## src/rtl/mips_cpu_pkg.sv

```systemverilog
// Shared encodings for the CPU ALU issue slice: ALU ops, MIPS opcode/funct
// constants, issue FSM states and decode side-band enums.
package mips_cpu_pkg;

  typedef enum logic [3:0] {
    ALU_AND    = 4'd0,
    ALU_OR     = 4'd1,
    ALU_ADD    = 4'd2,
    ALU_SUB    = 4'd3,
    ALU_SLT    = 4'd4,
    ALU_XOR    = 4'd5,
    ALU_SLL    = 4'd6,
    ALU_SRL    = 4'd7,
    ALU_SRA    = 4'd8,
    ALU_SLLV   = 4'd9,
    ALU_SRLV   = 4'd10,
    ALU_SRAV   = 4'd11,
    ALU_LUI    = 4'd12,
    ALU_SLTU   = 4'd13,
    ALU_PASS_A = 4'd14
  } alu_op_e;

  localparam logic [5:0] OPC_RTYPE = 6'h00;
  localparam logic [5:0] OPC_BEQ   = 6'h04;
  localparam logic [5:0] OPC_BNE   = 6'h05;
  localparam logic [5:0] OPC_ADDIU = 6'h09;
  localparam logic [5:0] OPC_SLTI  = 6'h0A;
  localparam logic [5:0] OPC_SLTIU = 6'h0B;
  localparam logic [5:0] OPC_ANDI  = 6'h0C;
  localparam logic [5:0] OPC_ORI   = 6'h0D;
  localparam logic [5:0] OPC_XORI  = 6'h0E;
  localparam logic [5:0] OPC_LUI   = 6'h0F;

  localparam logic [5:0] FN_SLL  = 6'h00;
  localparam logic [5:0] FN_SRL  = 6'h02;
  localparam logic [5:0] FN_SRA  = 6'h03;
  localparam logic [5:0] FN_SLLV = 6'h04;
  localparam logic [5:0] FN_SRLV = 6'h06;
  localparam logic [5:0] FN_SRAV = 6'h07;
  localparam logic [5:0] FN_ADDU = 6'h21;
  localparam logic [5:0] FN_SUBU = 6'h23;
  localparam logic [5:0] FN_AND  = 6'h24;
  localparam logic [5:0] FN_OR   = 6'h25;
  localparam logic [5:0] FN_XOR  = 6'h26;
  localparam logic [5:0] FN_SLT  = 6'h2A;
  localparam logic [5:0] FN_SLTU = 6'h2B;

  typedef enum logic [1:0] {
    ST_IDLE = 2'd0,
    ST_EXEC = 2'd1,
    ST_RESP = 2'd2
  } state_e;

  typedef enum logic [1:0] {
    B_RT   = 2'd0,
    B_SEXT = 2'd1,
    B_ZEXT = 2'd2
  } b_sel_e;

  typedef enum logic [1:0] {
    BR_NONE = 2'd0,
    BR_EQ   = 2'd1,
    BR_NE   = 2'd2
  } br_kind_e;

  function automatic logic [31:0] ext_imm(input b_sel_e sel, input logic [15:0] imm);
    if (sel == B_SEXT) ext_imm = {{16{imm[15]}}, imm};
    else               ext_imm = {16'd0, imm};
  endfunction

endpackage

```

## src/rtl/mips_cpu_alu_decode.sv

```systemverilog
// Combinational MIPS instruction -> ALU op translation. Produces a zero
// destination for branches and unsupported encodings so no write is implied.
module mips_cpu_alu_decode
  import mips_cpu_pkg::*;
(
  input  logic [5:0]  opcode,
  input  logic [20:0] instr_lo,
  output alu_op_e     op,
  output b_sel_e      b_sel,
  output logic [4:0]  sa,
  output logic [4:0]  dest,
  output br_kind_e    br_kind,
  output logic        illegal
);

  logic [4:0] rt;
  logic [4:0] rd;
  logic [4:0] shamt;
  logic [5:0] funct;

  assign rt    = instr_lo[20:16];
  assign rd    = instr_lo[15:11];
  assign shamt = instr_lo[10:6];
  assign funct = instr_lo[5:0];

  always_comb begin
    op      = ALU_PASS_A;
    b_sel   = B_RT;
    sa      = 5'd0;
    dest    = 5'd0;
    br_kind = BR_NONE;
    illegal = 1'b0;
    case (opcode)
      OPC_RTYPE: begin
        dest = rd;
        case (funct)
          FN_ADDU: op = ALU_ADD;
          FN_SUBU: op = ALU_SUB;
          FN_AND:  op = ALU_AND;
          FN_OR:   op = ALU_OR;
          FN_XOR:  op = ALU_XOR;
          FN_SLT:  op = ALU_SLT;
          FN_SLTU: op = ALU_SLTU;
          FN_SLL:  begin op = ALU_SLL; sa = shamt; end
          FN_SRL:  begin op = ALU_SRL; sa = shamt; end
          FN_SRA:  begin op = ALU_SRA; sa = shamt; end
          FN_SLLV: op = ALU_SLLV;
          FN_SRLV: op = ALU_SRLV;
          FN_SRAV: op = ALU_SRAV;
          default: begin illegal = 1'b1; dest = 5'd0; end
        endcase
      end
      OPC_ADDIU: begin op = ALU_ADD;  b_sel = B_SEXT; dest = rt; end
      OPC_SLTI:  begin op = ALU_SLT;  b_sel = B_SEXT; dest = rt; end
      OPC_SLTIU: begin op = ALU_SLTU; b_sel = B_SEXT; dest = rt; end
      OPC_ANDI:  begin op = ALU_AND;  b_sel = B_ZEXT; dest = rt; end
      OPC_ORI:   begin op = ALU_OR;   b_sel = B_ZEXT; dest = rt; end
      OPC_XORI:  begin op = ALU_XOR;  b_sel = B_ZEXT; dest = rt; end
      OPC_LUI:   begin op = ALU_LUI;  b_sel = B_ZEXT; dest = rt; end
      OPC_BEQ:   begin op = ALU_SUB;  br_kind = BR_EQ; end
      OPC_BNE:   begin op = ALU_SUB;  br_kind = BR_NE; end
      default:   illegal = 1'b1;
    endcase
  end

endmodule

```

## src/rtl/mips_cpu_alu_issue.sv

```systemverilog
// Issue sequencer in front of the ALU: accepts one instruction, drives the
// ALU for one cycle, then emits a single-cycle writeback/branch response.
module mips_cpu_alu_issue
  import mips_cpu_pkg::*;
(
  input  logic        clk,
  input  logic        reset,
  input  logic        instr_valid,
  output logic        instr_ready,
  input  logic [31:0] instr,
  output logic [4:0]  rf_rs_addr,
  output logic [4:0]  rf_rt_addr,
  input  logic [31:0] rf_rs_data,
  input  logic [31:0] rf_rt_data,
  output logic [3:0]  alu_op,
  output logic [31:0] alu_a,
  output logic [31:0] alu_b,
  output logic [4:0]  alu_sa,
  input  logic [31:0] alu_result,
  input  logic        alu_zero,
  output logic        res_valid,
  output logic        res_we,
  output logic [4:0]  res_addr,
  output logic [31:0] res_data,
  output logic        res_branch,
  output logic        res_taken,
  output logic        res_illegal,
  output state_e      dbg_state
);

  // Handshake: an instruction transfers on a rising edge where instr_valid
  // and instr_ready are both high; instr_ready is high only in ST_IDLE.

  alu_op_e    dec_op;
  b_sel_e     dec_b_sel;
  logic [4:0] dec_sa;
  logic [4:0] dec_dest;
  br_kind_e   dec_br;
  logic       dec_illegal;

  state_e     state_q,   state_d;
  alu_op_e    op_q,      op_d;
  logic [31:0] a_q,      a_d;
  logic [31:0] b_q,      b_d;
  logic [4:0] sa_q,      sa_d;
  logic [4:0] dest_q,    dest_d;
  br_kind_e   br_q,      br_d;
  logic       illegal_q, illegal_d;

  assign rf_rs_addr = instr[25:21];
  assign rf_rt_addr = instr[20:16];

  mips_cpu_alu_decode u_decode (
    .opcode   (instr[31:26]),
    .instr_lo (instr[20:0]),
    .op       (dec_op),
    .b_sel    (dec_b_sel),
    .sa       (dec_sa),
    .dest     (dec_dest),
    .br_kind  (dec_br),
    .illegal  (dec_illegal)
  );

  always_comb begin
    state_d   = state_q;
    op_d      = op_q;
    a_d       = a_q;
    b_d       = b_q;
    sa_d      = sa_q;
    dest_d    = dest_q;
    br_d      = br_q;
    illegal_d = illegal_q;
    case (state_q)
      ST_IDLE: begin
        if (instr_valid) begin
          state_d   = ST_EXEC;
          op_d      = dec_op;
          a_d       = rf_rs_data;
          b_d       = (dec_b_sel == B_RT) ? rf_rt_data : ext_imm(dec_b_sel, instr[15:0]);
          sa_d      = dec_sa;
          dest_d    = dec_dest;
          br_d      = dec_br;
          illegal_d = dec_illegal;
        end
      end
      ST_EXEC: state_d = ST_RESP;
      ST_RESP: state_d = ST_IDLE;
      default: state_d = ST_IDLE;
    endcase
  end

  always_ff @(posedge clk) begin
    if (reset) begin
      state_q   <= ST_IDLE;
      op_q      <= ALU_PASS_A;
      a_q       <= 32'd0;
      b_q       <= 32'd0;
      sa_q      <= 5'd0;
      dest_q    <= 5'd0;
      br_q      <= BR_NONE;
      illegal_q <= 1'b0;
    end else begin
      state_q   <= state_d;
      op_q      <= op_d;
      a_q       <= a_d;
      b_q       <= b_d;
      sa_q      <= sa_d;
      dest_q    <= dest_d;
      br_q      <= br_d;
      illegal_q <= illegal_d;
    end
  end

  // The ALU sees an idle PASS-A of zero except during the single EXEC cycle.
  assign alu_op = (state_q == ST_EXEC) ? op_q : ALU_PASS_A;
  assign alu_a  = (state_q == ST_EXEC) ? a_q  : 32'd0;
  assign alu_b  = (state_q == ST_EXEC) ? b_q  : 32'd0;
  assign alu_sa = (state_q == ST_EXEC) ? sa_q : 5'd0;

  assign instr_ready = (state_q == ST_IDLE);
  assign res_valid   = (state_q == ST_RESP);
  // Decode zeroes dest for branches and illegal encodings, so dest alone gates the write.
  assign res_we      = (dest_q != 5'd0);
  assign res_addr    = dest_q;
  assign res_data    = alu_result;
  assign res_branch  = (br_q != BR_NONE);
  assign res_taken   = (state_q == ST_RESP) &&
                       (((br_q == BR_EQ) && alu_zero) || ((br_q == BR_NE) && !alu_zero));
  assign res_illegal = illegal_q;
  assign dbg_state   = state_q;

endmodule

```

## config.mk

```make
export PLATFORM = sky130hd
export DESIGN_NAME = mips_cpu_alu_issue
export DESIGN_NICKNAME = d
export VERILOG_FILES = /design/src/rtl/mips_cpu_pkg.sv /design/src/rtl/mips_cpu_alu_decode.sv /design/src/rtl/mips_cpu_alu_issue.sv
export SDC_FILE = /design/constraint.sdc
export NUM_CORES = 1
export LEC_CHECK = 0
export CORE_MARGIN = 4
export CORE_UTILIZATION = 41
export DETAILED_ROUTE_END_ITERATION = 16
export GPL_ROUTABILITY_DRIVEN = 0
export PLACE_DENSITY = 0.9
export SYNTH_ARGS = -nofsm -noshare
export SYNTH_HDL_FRONTEND = slang
export SYNTH_HIERARCHICAL = 1
export SYNTH_SLANG_ARGS = --single-unit
```

## constraint.sdc

```tcl
create_clock -name clk -period 5.2 [get_ports clk]
set_input_delay 0.78 -clock clk [delete_from_list [all_inputs] [get_ports clk]]
set_output_delay 0.78 -clock clk [all_outputs]
set_load 0.01 [all_outputs]
```

==> results.ini <==
[status]
status = finished, final reports clean

[drt]
routedWlPerCell_um = 15.24
highest_layer = met4
antenna_left = 0
drt_wl_total_um = 12910
m1WireLength_um = 5320
via_per_inst = 5.188
vias = 4394
firstDrtPassIters = 4
drc = 0
drtIter0Drc = 264
wl_met3_um = 974
wl_met2_um = 6324

[power]
comb_power_share_pct = 18.8
ir_drop_uv = 199.9
power_uw = 1544
powerDensity_nw_per_um2 = 247.5
p_leak_uw = 0.002340
power.switching_uw = 389.0
seq_power_share_pct = 45.2
power.internal_uw = 1155
power.share.clock_pct = 36.1
swShare_pct = 25.19

[clock_network]
clk_pin_slew_ps = 90
cts_tree = yes
numCtsBuffers = 9
ctsHoldBuffers = 0
ctsResizeCount = 0
cts.root.buffer_cell = clkbuf_8
clk_latency_ps = 340
htreeDepth = 3
cts.sinks = 83
cts_buffer_depth = 2
post_cts_buffers = 0

[global_route]
grt_pass1_vias = 4341
grt_overflow = 0
grt_max_degree = 98
grt_pass1_wl_um = 20680
antenna_found_initial = 0
gr-usage-all-layers_pct = 19.56

[sta]
fmax_ghz = 0.2845
setup_viol = 0
maxSlewHeadroom_pct = 12.46
slew_violations = 0
final.setup.worst_slack_ps = 1685
skew_ps = 19.01
finalSetupTns_ps = 0
period_needed_ps = 3515
rsz0062_at_grt = no
worst_pin_slew_ps = 1310
hold_viol_final = 0
min_period_over_period_pct = 67.60

[synth]
synthFlopType = dfxtp_1
ys_seq_area_share_pct = 37.17
ys_types = 46
syn_area_per_cell_um2 = 7.476
synth_area_um2 = 4471
async_flop_share_pct = 0
ys_ff_latch = 83
syn_nets = 730
synth_edf_count = 0
synth_top_area_cell = dfxtp_1
yosysTopAreaCellShare_pct = 37.17
yosysWarningCount = 6
synthTopCellsByArea = dfxtp_1 (37%), nand2_1 (13%), and2_1 (10%), buf_4 (7.1%), a21oi_1 (5.5%)
synth_most_common_cell = nand2_1
postSynthCellCount = 598
ys_top_cells_by_count = nand2_1 (150), dfxtp_1 (83), and2_1 (75)

[floorplanning]
die_area_um2 = 12640
dieWidth_um = 112.4
start_util_pct = 42.73
rows = 37
top_level_ports = 260
coreArea_um2 = 10460
die_h_um = 112.4

[worst_setup_path]
crit_arrival_ps = 2740
max_stage_delay_ps = 1090
worstSetupStartpointType = flop
startpoint = dbg_state[0]
slowest_stage = nor2b_4
worst-path-buf-inv = 1
r2r-start = dbg_state[1]
end_kind = output pin
critPathMaxFanout = 74
criticalPathCategory = reg -> out
required_ps = 4420
critPathTopFamily = simple AND/OR/NAND/NOR gates
path_cells = nor2b_4 > and2_1 > clkdlybuf4s50_1

[final_layout]
area_delta_synth_final_pct = 39.60
diodes = 0
nets = 839
final_cells = 847
fillers = 904
final_util_pct = 59.65
drive_gt1_share_pct = 5.204

[placed_design]
place_inst = 832
numPortBuffers = 185
hpwl_um = 9181
dp_worst_setup_slack_ps = 1683

[run]
maxCapViolations = 0

[worst_hold_path]
hp-start = a_q[5]
min_path_type = reg -> reg

## worst paths after layout
path	to	slack, ps	depth (start not counted)
hold / removal	a_q[5]	450	2
setup / recovery	alu_b[18]	1680	3
hold reg to reg	a_q[5]	450	2
setup reg to reg	b_q[31]	3160	4
## worst reg2reg max path, cell delays in order, from the launching register on
cell and delay [ps]:
dfxtp_1 390, or3b_2 490, buf_4 320, a31oi_4 500, a211oi_1 180
## final cells by class
| class | instances | area (um2) | area share, % |
|---|---|---|---|
| Clock buffer | 11 | 141.4 | 2.265 |
| Timing Repair Buffer | 188 | 1869 | 29.95 |
| Inverter | 3 | 11.26 | 0.1804 |
| Tap cell | 136 | 170.2 | 2.727 |
| Multi-Input combinational cell | 422 | 2288 | 36.67 |
| Sequential cell | 83 | 1662 | 26.62 |
| Clock inverter | 4 | 98.84 | 1.584 |
## per-stage QoR
stage          instance area [um2]  hold WS [ps]
5_1_grt                       6241         474.9
3_5_place_dp                  6001         443.7
6_report                      6241         451.9
3_3_place_gp                  6001         437.3
4_1_cts                       6241         456.2
2_1_floorplan                 4471         428.8
## placed cells by master, fill, tap and decap left out, types with 9 or more instances in the layout
cell             count
a211oi_1            16
a21oi_1             49
a311oi_1            16
and2_1              75
clkbuf_8            10
clkdlybuf4s50_1    184
dfxtp_1             83
nand2_1            150
nor2_1              43
o21ai_0              9
## cells by family (layout without fill, tap and decap cells)
kind of cell	after synthesis	count (layout)	synth area share (%)
and+or+nand+nor	309	309	33.42
AOI/OAI and AO/OA	110	110	16.46
DFF	83	83	37.17
buffers and inverters	93	206	12.01
muxes	1	1	0.2519
xor gates and xnor gates	2	2	0.6997
## flip-flops by register name, summed over array words and instances (netlist names)
name / count
dbg_state: 2
b_q: 32
res_illegal: 1
a_q: 32
res_addr: 5
sa_q: 5
op_q: 4
br_q: 2
## power groups by stage
stage	registers, uW	logic, uW	clock network, uW
finish	697	290	557
floorplan	706	184	0
detailed placement	712	289	0
global route	702	317	593
global placement	710	279	0
CTS	697	290	568
## per-layer routing
layer,GRT usage [%],vias to the layer above
met1,23.15,2020
met3,4.960,34
li1,-,2148
met5,0,-
met2,34.33,192
met4,6.811,0
No activity file was read; power rests on OpenSTA's default activity.
